## src/rtl/pipe_stage_skid_pkg.sv

```systemverilog
// Local types for the elastic stage register: control FSM state encoding.
// Latency: n/a (types only).
// Backpressure: n/a.
package pipe_stage_skid_pkg;

    // Encoding equals the number of valid slots, so occupancy is the state itself.
    typedef enum logic [1:0] {
        ST_EMPTY = 2'd0,
        ST_ONE   = 2'd1,
        ST_TWO   = 2'd2
    } skid_state_e;

endpackage

```

## src/rtl/rooth_defines.sv

```systemverilog
// Shared hazard-unit flow-control codes used by every pipeline stage register.
// Latency: n/a (constants only).
// Backpressure: n/a; WORK moves data, STOP freezes a stage, REFRESH flushes it.
package rooth_defines;

    localparam int               FLOW_WIDTH   = 2;
    localparam [FLOW_WIDTH-1:0]  FLOW_WORK    = 2'd0;
    localparam [FLOW_WIDTH-1:0]  FLOW_STOP    = 2'd1;
    localparam [FLOW_WIDTH-1:0]  FLOW_REFRESH = 2'd2;

endpackage

```

## src/rtl/pipe_skid_slot.sv

```systemverilog
// One payload register of the skid stage with load and flush-clear enables.
// Latency: 1 cycle from ld to q.
// Backpressure: none; the owning FSM decides when to load.
//
// Ports:
//   clk  clock          rst  sync active-high reset, always zeroes the slot
//   clr  flush request  (zeroes the slot only when CLEAR_ON_FLUSH != 0)
//   ld   load enable    d    next payload    q   stored payload
module pipe_skid_slot #(
    parameter int DATA_W         = 64,
    parameter bit CLEAR_ON_FLUSH = 1'b1
) (
    input  logic              clk,
    input  logic              rst,
    input  logic              clr,
    input  logic              ld,
    input  logic [DATA_W-1:0] d,
    output logic [DATA_W-1:0] q
);

    logic clr_en;

    generate
        if (CLEAR_ON_FLUSH) begin : g_clear_on_flush
            assign clr_en = 1'b1;
        end else begin : g_keep_on_flush
            assign clr_en = 1'b0;
        end
    endgenerate

    always_ff @(posedge clk) begin
        if (rst || (clr && clr_en)) begin
            q <= '0;
        end else if (ld) begin
            q <= d;
        end
    end

endmodule

```

## src/rtl/pipe_stage_skid.sv

```systemverilog
// Elastic pipeline-stage register: 2-entry skid buffer with hazard flow control.
// Latency: 1 cycle from push into an empty stage to out_valid_o; 1 payload/cycle sustained.
// Backpressure: in_ready_o = WORK & skid empty, registered-only (never from out_ready_i).
//
// Ports:
//   clk, rst                        clock, sync active-high reset
//   flow_i                          WORK / STOP / REFRESH (other codes flush like REFRESH)
//   in_valid_i/in_ready_o/in_data_i upstream handshake and payload
//   out_valid_o/out_ready_i/out_data_o downstream handshake and main-slot payload
//   occupancy_o                     valid slots (0..2)
//   stall_cnt_o                     saturating count of blocked WORK cycles
module pipe_stage_skid
    import rooth_defines::*;
    import pipe_stage_skid_pkg::*;
#(
    parameter int DATA_W         = 64,
    parameter bit CLEAR_ON_FLUSH = 1'b1,
    parameter int CNT_W          = 16
) (
    input  logic                  clk,
    input  logic                  rst,
    input  logic [FLOW_WIDTH-1:0] flow_i,
    input  logic                  in_valid_i,
    output logic                  in_ready_o,
    input  logic [DATA_W-1:0]     in_data_i,
    output logic                  out_valid_o,
    input  logic                  out_ready_i,
    output logic [DATA_W-1:0]     out_data_o,
    output logic [1:0]            occupancy_o,
    output logic [CNT_W-1:0]      stall_cnt_o
);

    skid_state_e       state, state_nxt;
    logic              work, flush;
    logic              skid_vld;
    logic              push, pop;
    logic              main_ld, main_from_skid, skid_ld;
    logic [DATA_W-1:0] main_d, main_q, skid_q;

    // Anything that is neither WORK nor STOP is treated as a flush.
    assign work  = (flow_i == FLOW_WORK);
    assign flush = !work && (flow_i != FLOW_STOP);

    assign skid_vld    = (state == ST_TWO);
    assign out_valid_o = (state != ST_EMPTY);
    assign in_ready_o  = work && !skid_vld;
    assign push        = in_valid_i && in_ready_o;
    assign pop         = out_valid_o && out_ready_i && work;

    always_ff @(posedge clk) begin
        if (rst) begin
            state <= ST_EMPTY;
        end else begin
            state <= state_nxt;
        end
    end

    always_comb begin
        state_nxt      = state;
        main_ld        = 1'b0;
        main_from_skid = 1'b0;
        skid_ld        = 1'b0;
        if (flush) begin
            state_nxt = ST_EMPTY;
        end else begin
            case (state)
                ST_EMPTY: begin
                    if (push) begin
                        state_nxt = ST_ONE;
                        main_ld   = 1'b1;
                    end
                end
                ST_ONE: begin
                    if (push && pop) begin
                        main_ld = 1'b1;
                    end else if (push) begin
                        state_nxt = ST_TWO;
                        skid_ld   = 1'b1;
                    end else if (pop) begin
                        state_nxt = ST_EMPTY;
                    end
                end
                ST_TWO: begin
                    // Skid holds the younger payload; it moves up to main on pop.
                    if (pop) begin
                        state_nxt      = ST_ONE;
                        main_ld        = 1'b1;
                        main_from_skid = 1'b1;
                    end
                end
                default: state_nxt = ST_EMPTY;
            endcase
        end
    end

    assign main_d = main_from_skid ? skid_q : in_data_i;

    pipe_skid_slot #(
        .DATA_W         (DATA_W),
        .CLEAR_ON_FLUSH (CLEAR_ON_FLUSH)
    ) u_main_slot (
        .clk (clk),
        .rst (rst),
        .clr (flush),
        .ld  (main_ld),
        .d   (main_d),
        .q   (main_q)
    );

    pipe_skid_slot #(
        .DATA_W         (DATA_W),
        .CLEAR_ON_FLUSH (CLEAR_ON_FLUSH)
    ) u_skid_slot (
        .clk (clk),
        .rst (rst),
        .clr (flush),
        .ld  (skid_ld),
        .d   (in_data_i),
        .q   (skid_q)
    );

    // Counts cycles the stage is blocked by downstream; STOP/flush cycles do not count.
    always_ff @(posedge clk) begin
        if (rst) begin
            stall_cnt_o <= '0;
        end else if (work && out_valid_o && !out_ready_i && (stall_cnt_o != {CNT_W{1'b1}})) begin
            stall_cnt_o <= stall_cnt_o + 1'b1;
        end
    end

    assign out_data_o  = main_q;
    assign occupancy_o = state;

endmodule

```

## config.mk

```make
export PLATFORM = sky130hd
export DESIGN_NAME = pipe_stage_skid
export DESIGN_NICKNAME = d
export VERILOG_FILES = /design/src/rtl/pipe_stage_skid_pkg.sv /design/src/rtl/rooth_defines.sv /design/src/rtl/pipe_skid_slot.sv /design/src/rtl/pipe_stage_skid.sv
export SDC_FILE = /design/constraint.sdc
export NUM_CORES = 1
export LEC_CHECK = 0
export BUFFER_PORTS_ARGS = -buffer_cell sky130_fd_sc_hd__buf_2
export CORE_ASPECT_RATIO = 2
export CORE_UTILIZATION = 40
export DETAILED_ROUTE_END_ITERATION = 7
export GPL_ROUTABILITY_DRIVEN = 0
export PLACE_DENSITY = 0.74
export RECOVER_POWER = 25
export SETUP_SLACK_MARGIN = 0.5
export SLEW_MARGIN = 10
export SYNTH_ARGS = -nofsm -noshare
export SYNTH_HDL_FRONTEND = slang
export SYNTH_SLANG_ARGS = --single-unit
```

## constraint.sdc

```tcl
create_clock -name clk -period 2.06 [get_ports clk]
set_input_delay 0.309 -clock clk [delete_from_list [all_inputs] [get_ports clk]]
set_output_delay 0.309 -clock clk [all_outputs]
set_load 0.05 [all_outputs]
```

==> results.md, run 1 <==
* Vias at a little over 6000
* Detailed placement HPWL at roughly 11000 µm
* Sequential power share at 0.434
* Reg clk slew, reported paths at ~0.060 ns
* Power per Cell Area at between 700 and 800 nW/µm²
* Wire per inst at between 20 and 25 µm
* Post-Layout Cell Count at between 1000 and 1500
* Post-route clock period utilization at 0.961
* Max-cap violations at 0
* Worst Path Max Fanout at 4
* Num Clock Sinks at about 150
* Worst setup SP type: register
* CP top delay family: simple AND/OR/NAND/NOR gates
* Nets at 952
* First-pass GRT wire length at between 20000 and 30000 µm
* Clock root buffer: clkbuf_16
* Pint at between 4 and 5 mW
* Crit path kind: register to register
* Finished Cell Area at around 9000 µm²
* Max_slew headroom at 0.538
* Crit path cell chain: ha_4, or4b_4, or4_4, buf_4, o21ai_0, a21oi_1
* R2R setup slack at ~0.08 ns
* Most numerous cell in the Yosys netlist: dfxtp_1
* Largest net degree at the start of global routing at 67
* Cell Rows at 63
* Gr usage total at 0.224
* Post-synthesis cell count at 692
* Gate power share at 0.095
* Synthesized area per cell at approximately 8.8 µm²
* Pleak at 3.68 nW
* Cell taking the most area after synthesis: dfxtp_1
* Die ar. at roughly 16000 µm²
* Post-Syn Area at roughly 6000 µm²
* Worst slew pin tran at 0.695 ns
* Final Max Tran Viols at 0
* Clock buffer depth at 2
* #FFs+latches synth at ~150
* RSZ-0062 raised after global routing: true
* TritonCTS clock tree: done
* Slowest cell on the critical path: or4b_4
* I/O pin cnt at around 150
* Share of cells above drive strength 1 at 0.356
* Core Util, Final at 0.604
* Final setup TNS at 0 ns
* WL final at between 20000 and 25000 µm
* Data required time of the worst path at between 2 and 2.5 ns
* Setup-failing EPs final at 0
* Vias in the first global route at 5682
* # hold bufs at CTS at 0
* Yosys top cell area share at 0.482
* Hold Fails Final Rpt at 0
* Fin Clk Skew at approximately 0.0086 ns
* Area contributors post-synth: dfxtp_1 (48%), a21oi_1 (11%), mux2i_1 (11%), nand2_1 (8.4%), a211oi_1 (8.2%)
* Initial antenna violation count at 2
* Fin crit period at slightly below 2 ns
* Critical Path Max Stage Delay at 0.48 ns
* Area growth, synth to finish at 47.5%
* Post-Syn Nets at 763
* Worst Setup End Kind: register
* Routed Antenna Nets at 0
* Yosys warning count at 0
* Switching share of power at 0.247
* Clock network fraction of design power at 0.471
* Worst vdd ir at between 0.6 and 0.7 mV
* Worst min path class: input port to register
* Max Fclk at 505 MHz
* CTS H-tree lvls at 4
* Starting density of the core at 0.409
* Core area at between 10000 and 15000 µm²
* Net Switching at approximately 1.6 mW
* Netlist cell types at 38
* GR Overflow Total at 0
* FFs w/ async S/R, synth at 0
* Clk_lat worst skew at ~0.42 ns
* Floorplan die width at between 80 and 90 µm
* Placed Instances at between 1000 and 1500
* DR iter-0 viols at between 300 and 400
* TritonRoute pass-1 iters at 5
* Die height at 176 µm
* # DRC at 0
* Register area share after synthesis at 0.482
* Via/cell ratio at between 5 and 6
* Most instantiated cells after synthesis: dfxtp_1 (146), nand2_1 (136), a21oi_1 (135)
* Buffers on Ports at approximately 150
* Total CTS buffers at 17
* Crit path buffers/inverters at 1
* Most used DFF post-synth: dfxtp_1
* Worst path arrival time at about 2.3 ns
* Number of synthesized flops with an enable pin at 0
* Status: complete, no violations
* DP Area at between 7000 and 8000 µm²
==> state kept, by name, indices dropped and copies added, names as in the netlist <==
name           flops
occupancy_o        2
stall_cnt_o       16
u_main_slot.q     64
u_skid_slot.q     64
==> what timing repair did <==
| item | 4_1_cts | 5_1_grt |
|---|---|---|
| gates cloned | 0 | 20 |
| pin swaps | 10 | 62 |
| setup buffers | 19 | 11 |
| gates resized for setup | 33 | 113 |
| endpoints found under the setup margin | 81 | 118 |
==> final cells by class <==
cell class	count	area [µm²]
diodes	2	5.00
clock buffers	21	482
clock inverters	10	106
fillers	1285	5870
inverters	6	22.5
multi-input cells	482	3450
flip-flops and latches	146	2980
well taps	195	244
repair buffers	228	1670
==> final timing paths <==
| check | cells after the start | to | start |
|---|---|---|---|
| setup / recovery | 6 | stall_cnt_o[8] | stall_cnt_o[1] |
| hold / removal | 3 | u_skid_slot.q[36] | in_data_i[36] |
| setup reg to reg | 6 | stall_cnt_o[8] | stall_cnt_o[1] |
| hold reg to reg | 2 | u_skid_slot.q[63] | u_skid_slot.q[63] |
==> placed cells by master, fill, tap and decap left out, types with 3 or more instances in the layout <==
| master | instances |
|---|---|
| dfxtp_1 | 128 |
| nand2_1 | 120 |
| a21oi_1 | 114 |
| buf_2 | 93 |
| mux2i_1 | 66 |
| clkbuf_1 | 58 |
| a211oi_1 | 41 |
| buf_4 | 37 |
| clkbuf_16 | 28 |
| a211oi_2 | 24 |
| a21oi_2 | 21 |
| buf_6 | 15 |
| nand2_4 | 14 |
| dfxtp_4 | 12 |
| buf_12 | 10 |
| nor2_1 | 6 |
| buf_8 | 6 |
| dfxtp_2 | 6 |
| nand4_1 | 5 |
| nor2b_1 | 5 |
| clkinv_2 | 5 |
| nor2_4 | 4 |
| inv_1 | 4 |
| a2111oi_4 | 4 |
| or4_1 | 4 |
| or2_4 | 3 |
| or3_1 | 3 |
| o21ai_0 | 3 |
| nand3_1 | 3 |
| mux2_4 | 3 |
==> layer usage <==
| metal | share of wire | GRT usage | vias up |
|---|---|---|---|
| li1 | - | - | 2868 |
| met2 | 0.54 | 0.406 | 231 |
| met4 | 0.051 | 0.139 | 0 |
| met3 | 0.042 | 0.0374 | 69 |
| met5 | 0 | 0 | - |
| met1 | 0.37 | 0.232 | 2976 |
==> tightest hold or removal path, stage by stage <==
cell	delay (ns)
buf_2	0.10
nand2_1	0.05
a21oi_1	0.05
==> power by group through the flow <==
stage	combinational [mW]	sequential [mW]	clock, mW
2_1_floorplan	0.204	3.02	0
3_3_place_gp	0.487	2.92	0
3_5_place_dp	0.493	2.92	0
4_1_cts	0.508	2.86	3.15
5_1_grt	0.657	2.86	3.26
6_report	0.623	2.86	3.10
==> stage by stage <==
stage | hold slack (ns) | setup slack [ns] | total power, mW
2_1_floorplan | 0.436 | -0.0289 | 3.22
3_3_place_gp | 0.440 | 0.0289 | 3.40
3_5_place_dp | 0.446 | -0.0856 | 3.41
4_1_cts | 0.116 | 0.113 | 6.51
5_1_grt | 0.124 | 0.0230 | 6.77
6_report | 0.132 | 0.0795 | 6.58
==> kinds of logic after synthesis <==
logic type      after synthesis  synth area share
compound gates              219             0.217
flops                       146             0.482
simple gates                189             0.137
buf+inv                      65            0.0427
fa+ha+maj                     1           0.00206
xor+xnor                      1           0.00144
mux                          71             0.118
Note: power is estimated with default switching activity, not from simulation.
==> run 2: changes to the inputs <==
--- a/config.mk
+++ b/config.mk
@@ -10,6 +10,7 @@
 export CORE_UTILIZATION = 40
 export DETAILED_ROUTE_END_ITERATION = 7
 export GPL_ROUTABILITY_DRIVEN = 0
+export MAX_ROUTING_LAYER = met4
 export PLACE_DENSITY = 0.74
 export RECOVER_POWER = 25
 export SETUP_SLACK_MARGIN = 0.5
==> constraint.sdc (replaced) <==
create_clock -name clk -period 2.06 [get_ports clk]
set_input_delay 0.206 -clock clk [delete_from_list [all_inputs] [get_ports clk]]
set_output_delay 0.206 -clock clk [all_outputs]
set_load 0.05 [all_outputs]
==> results.md, run 2 (same netlist as run 1, synthesis figures left out) <==
* Worst path arrival time at 2.33 ns (was 2.27 ns)
* Pleak at 3.47 nW (was 3.68 nW)
* Gr usage total at 0.229 (was 0.224)
* Crit path kind: register to register (unchanged)
* DP Area at 7190 µm² (was 7220 µm²)
* Top Registers: u_main_slot.q x64, u_skid_slot.q x64, stall_cnt_o x16 (unchanged)
* Wire per inst at 18.6 µm (was 20.0 µm)
* Num Clock Sinks at 146 (unchanged)
* Hold Fails Final Rpt at 0 (unchanged)
* Cell Rows at 63 (unchanged)
* I/O pin cnt at 154 (unchanged)
* First-pass GRT wire length at 27000 µm (was 27300 µm)
* Max_slew headroom at 0.526 (was 0.538)
* Worst min path class: input port to register (unchanged)
* RSZ-0062 raised after global routing: true (unchanged)
* Clk_lat worst skew at 0.42 ns (about the same)
* Area growth, synth to finish at 45.4% (was 47.5%)
* Vias at 6028 (was 6144)
* Reg clk slew, reported paths at 0.07 ns (was 0.06 ns)
* Die ar. at 15700 µm² (unchanged)
* Post-route clock period utilization at 0.982 (was 0.961)
* R2R setup slack at 0.04 ns (was 0.08 ns)
* Clock root buffer: clkbuf_16 (unchanged)
* Core area at 14800 µm² (unchanged)
* Final Max Tran Viols at 0 (unchanged)
* # DRC at 0 (unchanged)
* Nets at 942 (was 952)
* Most common cell after layout, fill and taps aside: nand2_1 (was dfxtp_1)
* Detailed placement HPWL at 10400 µm (was 10500 µm)
* Post-Layout Cell Count at 1081 (was 1090)
* GR Overflow Total at 0 (unchanged)
* Floorplan die width at 89.1 µm (unchanged)
* Setup-failing EPs final at 0 (unchanged)
* Commonest cells after routing, fill and taps aside: nand2_1 (135), a21oi_1 (129), dfxtp_1 (128) (was dfxtp_1 (128), nand2_1 (120), a21oi_1 (114))
* Largest net degree at the start of global routing at 131 (was 67)
* WHS at 0.0358 ns (was 0.132 ns)
* Worst slew pin tran at 0.712 ns (was 0.695 ns)
* Placed Instances at 1003 (was 1007)
* Worst Setup End Kind: register (unchanged)
* WL final at 20100 µm (was 21800 µm)
* Worst setup SP type: register (unchanged)
* Core Util, Final at 0.596 (was 0.604)
* Finished Cell Area at 8830 µm² (was 8950 µm²)
* Starting density of the core at 0.409 (unchanged)
* Data required time of the worst path at 2.37 ns (was 2.35 ns)
* Worst Path Max Fanout at 6 (was 4)
* Status: complete, no violations (unchanged)
* Via/cell ratio at 5.58 (was 5.64)
* TritonCTS clock tree: done (unchanged)
* Worst vdd ir at 0.670 mV (was 0.642 mV)
* Buffers on Ports at 153 (unchanged)
* Fin crit period at 2.02 ns (was 1.98 ns)
* Max Fclk at 494 MHz (was 505 MHz)
* DR iter-0 viols at 360 (was 368)
* Die height at 176 µm (unchanged)
* Share of cells above drive strength 1 at 0.333 (was 0.356)
* CTS H-tree lvls at 4 (unchanged)
* Routed Antenna Nets at 0 (unchanged)
* Clock buffer depth at 2 (unchanged)
* Total CTS buffers at 17 (unchanged)
* Power per Cell Area at 786 nW/µm² (was 735 nW/µm²)
* Fill cells at 1327 (was 1285)
* Vias in the first global route at 5576 (was 5682)
* Initial antenna violation count at 2 (unchanged)
* Fin Clk Skew at 0.0110 ns (was 0.00861 ns)
* Max-cap violations at 0 (unchanged)
* TritonRoute pass-1 iters at 7 (was 5)
run 2: power breakdown:
group          internal [mW]  switching, mW
sequential              2.84         0.0184
combinational          0.191          0.379
clock                   2.33           1.18
total                   5.36           1.58
run 2: repair_timing:
item | 4_1_cts | 5_1_grt
pin swaps | 12 | 57
resized for setup | 30 | 82
endpoints found under the setup margin | 71 | 111
hold buffers | 0 | 0
gates cloned | 0 | 15
endpoints found under the hold margin | 0 | 0
setup buffers | 14 | 15
run 2: cell type report:
type | instances | area [µm²] | area share
sequential | 146 | 2980 | 0.337
multi-input combinational | 482 | 3370 | 0.382
inverter | 6 | 22.5 | 0.00255
clock buffer | 24 | 504 | 0.0571
antenna | 2 | 5.00 | 0.000567
timing repair buffer | 218 | 1530 | 0.173
tap | 195 | 244 | 0.0276
clock inverter | 8 | 170 | 0.0193
run 2: metrics by stage:
stage                     power, mW  setup slack [ns]  TNS [ns]
after detailed placement       3.40            0.0703         0
after CTS                      6.90            0.0985         0
after floorplan                3.22           -0.0289   -0.0289
after global placement         3.40            0.0992         0
final                          6.94            0.0370         0
after global routing           7.14          -0.00218  -0.00218
run 2: critical path, cell delays in order, from the launching register on:
cell and delay, ns:
dfxtp_4 0.36, ha_4 0.13, or4b_4 0.49, or4_4 0.48
o31a_1 0.29, o21a_1 0.16
run 2: final timing paths:
check                         start                end  cells past startpoint
hold / removal        in_data_i[16]  u_skid_slot.q[16]                      3
setup / recovery     stall_cnt_o[1]    stall_cnt_o[14]                      5
setup reg to reg     stall_cnt_o[1]    stall_cnt_o[14]                      5
hold reg to reg   u_skid_slot.q[32]  u_skid_slot.q[32]                      2
run 2: metal layers:
metal / routed length [µm] / share of wire / up-vias / global-route usage
met1: 7580 / 0.38 / 2911 / 0.236
met3: 819 / 0.041 / 66 / 0.0468
li1: - / - / 2837 / -
met2: 10800 / 0.53 / 214 / 0.384
met4: 969 / 0.048 / 0 / 0.146
met5: 0 / 0 / - / -
==> run 3: changes to the inputs <==
--- a/config.mk
+++ b/config.mk
@@ -5,13 +5,14 @@
 export SDC_FILE = /design/constraint.sdc
 export NUM_CORES = 1
 export LEC_CHECK = 0
+export ABC_CLOCK_PERIOD_IN_PS = 2060
 export BUFFER_PORTS_ARGS = -buffer_cell sky130_fd_sc_hd__buf_2
 export CORE_ASPECT_RATIO = 2
-export CORE_UTILIZATION = 40
+export CORE_UTILIZATION = 25
 export DETAILED_ROUTE_END_ITERATION = 7
 export GPL_ROUTABILITY_DRIVEN = 0
 export MAX_ROUTING_LAYER = met4
-export PLACE_DENSITY = 0.74
+export PLACE_DENSITY = 0.54
 export RECOVER_POWER = 25
 export SETUP_SLACK_MARGIN = 0.5
 export SLEW_MARGIN = 10
==> results.md, run 3 (same netlist as run 1, synthesis figures left out) <==
* Status: finished, violations left (was complete, no violations)
* Violated checks: design-rule violations
* Data required time of the worst path at 2.39 ns (was 2.37 ns)
* Worst path arrival time at 2.31 ns (was 2.33 ns)
* Fin Clk Skew at 0.0121 ns (was 0.0110 ns)
* Largest net degree at the start of global routing at 79 (was 131)
* Multi-input combinational cell area at 3460 µm² (was 3370 µm²)
* Core area at 23800 µm² (was 14800 µm²)
* Top Metal Used: met4 (unchanged)
* Detailed placement HPWL at 12000 µm (was 10400 µm)
* Reg clk slew, reported paths at 0.07 ns (about the same)
* Worst slew pin tran at 0.710 ns (was 0.712 ns)
* Clock buffer depth at 2 (unchanged)
* Gr usage total at 0.177 (was 0.229)
* Cell depth of the worst flop-to-flop path at 5 (unchanged)
* GR Overflow Total at 0 (unchanged)
* Nets at 1006 (was 942)
* Switching share of power at 0.256 (was 0.228)
* Commonest cells after routing, fill and taps aside: nand2_1 (135), dfxtp_1 (129), a21oi_1 (116) (was nand2_1 (135), a21oi_1 (129), dfxtp_1 (128))
* Area growth, synth to finish at 59.5% (was 45.4%)
* Hold_sp: in_data_i[30] (was in_data_i[16])
* Num Clock Sinks at 146 (unchanged)
* Worst Path Max Fanout at 6 (unchanged)
* Power per Cell Area at 674 nW/µm² (was 786 nW/µm²)
* Net Switching at 1.67 mW (was 1.58 mW)
* Worst setup SP type: register (unchanged)
* Setup-failing EPs final at 0 (unchanged)
* Floorplan die width at 112 µm (was 89.1 µm)
* Top Registers: u_main_slot.q x64, u_skid_slot.q x64, stall_cnt_o x16 (unchanged)
* # DRC at 8 (was 0)
* Sequential power share at 0.438 (was 0.412)
* TritonRoute pass-1 iters at 7 (unchanged)
* Fill cells at 2381 (was 1327)
* Initial antenna violation count at 0 (was 2)
* Reg2reg start: stall_cnt_o[1] (unchanged)
* Most common cell after layout, fill and taps aside: nand2_1 (unchanged)
* Pleak at 3.87 nW (was 3.47 nW)
* WHS at 0.0242 ns (was 0.0358 ns)
* Wire per inst at 20.0 µm (was 18.6 µm)
* Met2 Routed Length at 13500 µm (was 10800 µm)
* Hold Path Stages at 3 (unchanged)
* Clock network fraction of design power at 0.451 (was 0.506)
* Die ar. at 24900 µm² (was 15700 µm²)
* Buffers on Ports at 153 (unchanged)
* Fin crit period at 1.97 ns (was 2.02 ns)
* Antenna Cells at 0 (was 2)
* DR iter-0 viols at 323 (was 360)
* Post-route clock period utilization at 0.958 (was 0.982)
* Max-cap violations at 0 (unchanged)
* Hold Fails Final Rpt at 0 (unchanged)
* Metal-1 WL at 9580 µm (was 7580 µm)
* WL met3 at 739 µm (was 819 µm)
* Pint at 4.85 mW (was 5.36 mW)
* Cell Rows at 80 (was 63)
* Final Max Tran Viols at 0 (unchanged)
* Vias in the first global route at 5928 (was 5576)
* R2R setup slack at 0.09 ns (was 0.04 ns)
* Worst min path class: input port to register (unchanged)
* Crit path kind: register to register (unchanged)
* TritonCTS clock tree: done (unchanged)
* Sequential Area at 2980 µm² (about the same)
* First-pass GRT wire length at 32400 µm (was 27000 µm)
* I/O pin cnt at 154 (unchanged)
* CTS H-tree lvls at 4 (unchanged)
* Total CTS buffers at 17 (unchanged)
* RSZ-0062 raised after global routing: true (unchanged)
* Max_slew headroom at 0.529 (was 0.526)
* Core Util, Final at 0.406 (was 0.596)
* Via/cell ratio at 5.03 (was 5.58)
* Max Fclk at 507 MHz (was 494 MHz)
* Share of cells above drive strength 1 at 0.350 (was 0.333)
* Starting density of the core at 0.255 (was 0.409)
* Hold Crit Endpoint: u_skid_slot.q[30] (was u_skid_slot.q[16])
* Vias at 6201 (was 6028)
* Die height at 222 µm (was 176 µm)
* Worst vdd ir at 0.649 mV (was 0.670 mV)
* Post-Layout Cell Count at 1233 (was 1081)
* Placed Instances at 1100 (was 1003)
* WL final at 24700 µm (was 20100 µm)
* Routed Antenna Nets at 0 (unchanged)
* Clock root buffer: clkbuf_16 (unchanged)
* Gate power share at 0.111 (was 0.082)
* Crit Reg-Reg Endpoint: stall_cnt_o[14] (unchanged)
* Worst Setup End Kind: register (unchanged)
* Clk_lat worst skew at 0.44 ns (was 0.42 ns)
## run 3: worst max-delay path by stage
stage | startpoint | to | slack, ns | cells past startpoint
after floorplan | stall_cnt_o[1] | stall_cnt_o[12] | -0.03 | 5
after global placement | flow_i[1] | stall_cnt_o[11] | 0.04 | 6
after detailed placement | flow_i[1] | stall_cnt_o[11] | 0.009 | 6
after CTS | stall_cnt_o[1] | stall_cnt_o[14] | 0.09 | 5
after global routing | stall_cnt_o[1] | stall_cnt_o[14] | 0.04 | 5
final | stall_cnt_o[1] | stall_cnt_o[14] | 0.09 | 5
## run 3: layout make-up
type,instances,share of cell area
Clock inverter,6,0.00595
Timing Repair Buffer,282,0.239
Multi-Input combinational cell,482,0.358
Sequential cell,146,0.308
Clock buffer,24,0.0498
Tap cell,287,0.0371
Inverter,6,0.00233
## run 3: metal layers
| metal | GRT usage | up-vias |
|---|---|---|
| met5 | - | - |
| met2 | 0.317 | 154 |
| met3 | 0.0284 | 43 |
| li1 | - | 2970 |
| met4 | 0.112 | 0 |
| met1 | 0.178 | 3034 |
## run 3: worst max-delay path: stages (launching register included)
cell,delay [ns]
dfxtp_4,0.36
ha_4,0.13
or4b_4,0.48
or4_4,0.47
o31a_1,0.25
o21a_1,0.18
## run 3: power groups by stage
stage,clock network (mW),logic [mW],registers [mW]
floorplan,0,0.203,3.02
global placement,0,0.506,2.92
detailed placement,0,0.510,2.92
CTS,3.05,0.613,2.85
global route,3.17,0.766,2.86
finish,2.94,0.725,2.86
## run 3: timing repair
action | in CTS | in global routing
buffers inserted | 28 | 8
gates resized for setup | 43 | 91
setup endpoints to repair | 82 | 124
hold buffers | 44 | 0
endpoints found under the hold margin | 44 | 0
pin swaps | 20 | 26
cloned | 2 | 21
## run 3: stage by stage
step | total power [mW] | area, µm² | worst slack (ns) | TNS [ns]
2_1_floorplan | 3.22 | 6200 | -0.0289 | -0.0289
6_report | 6.53 | 9680 | 0.0864 | 0
3_5_place_dp | 3.43 | 7380 | 0.00936 | 0
4_1_cts | 6.51 | 8830 | 0.0938 | 0
5_1_grt | 6.79 | 9680 | 0.0445 | 0
3_3_place_gp | 3.42 | 7380 | 0.0425 | 0
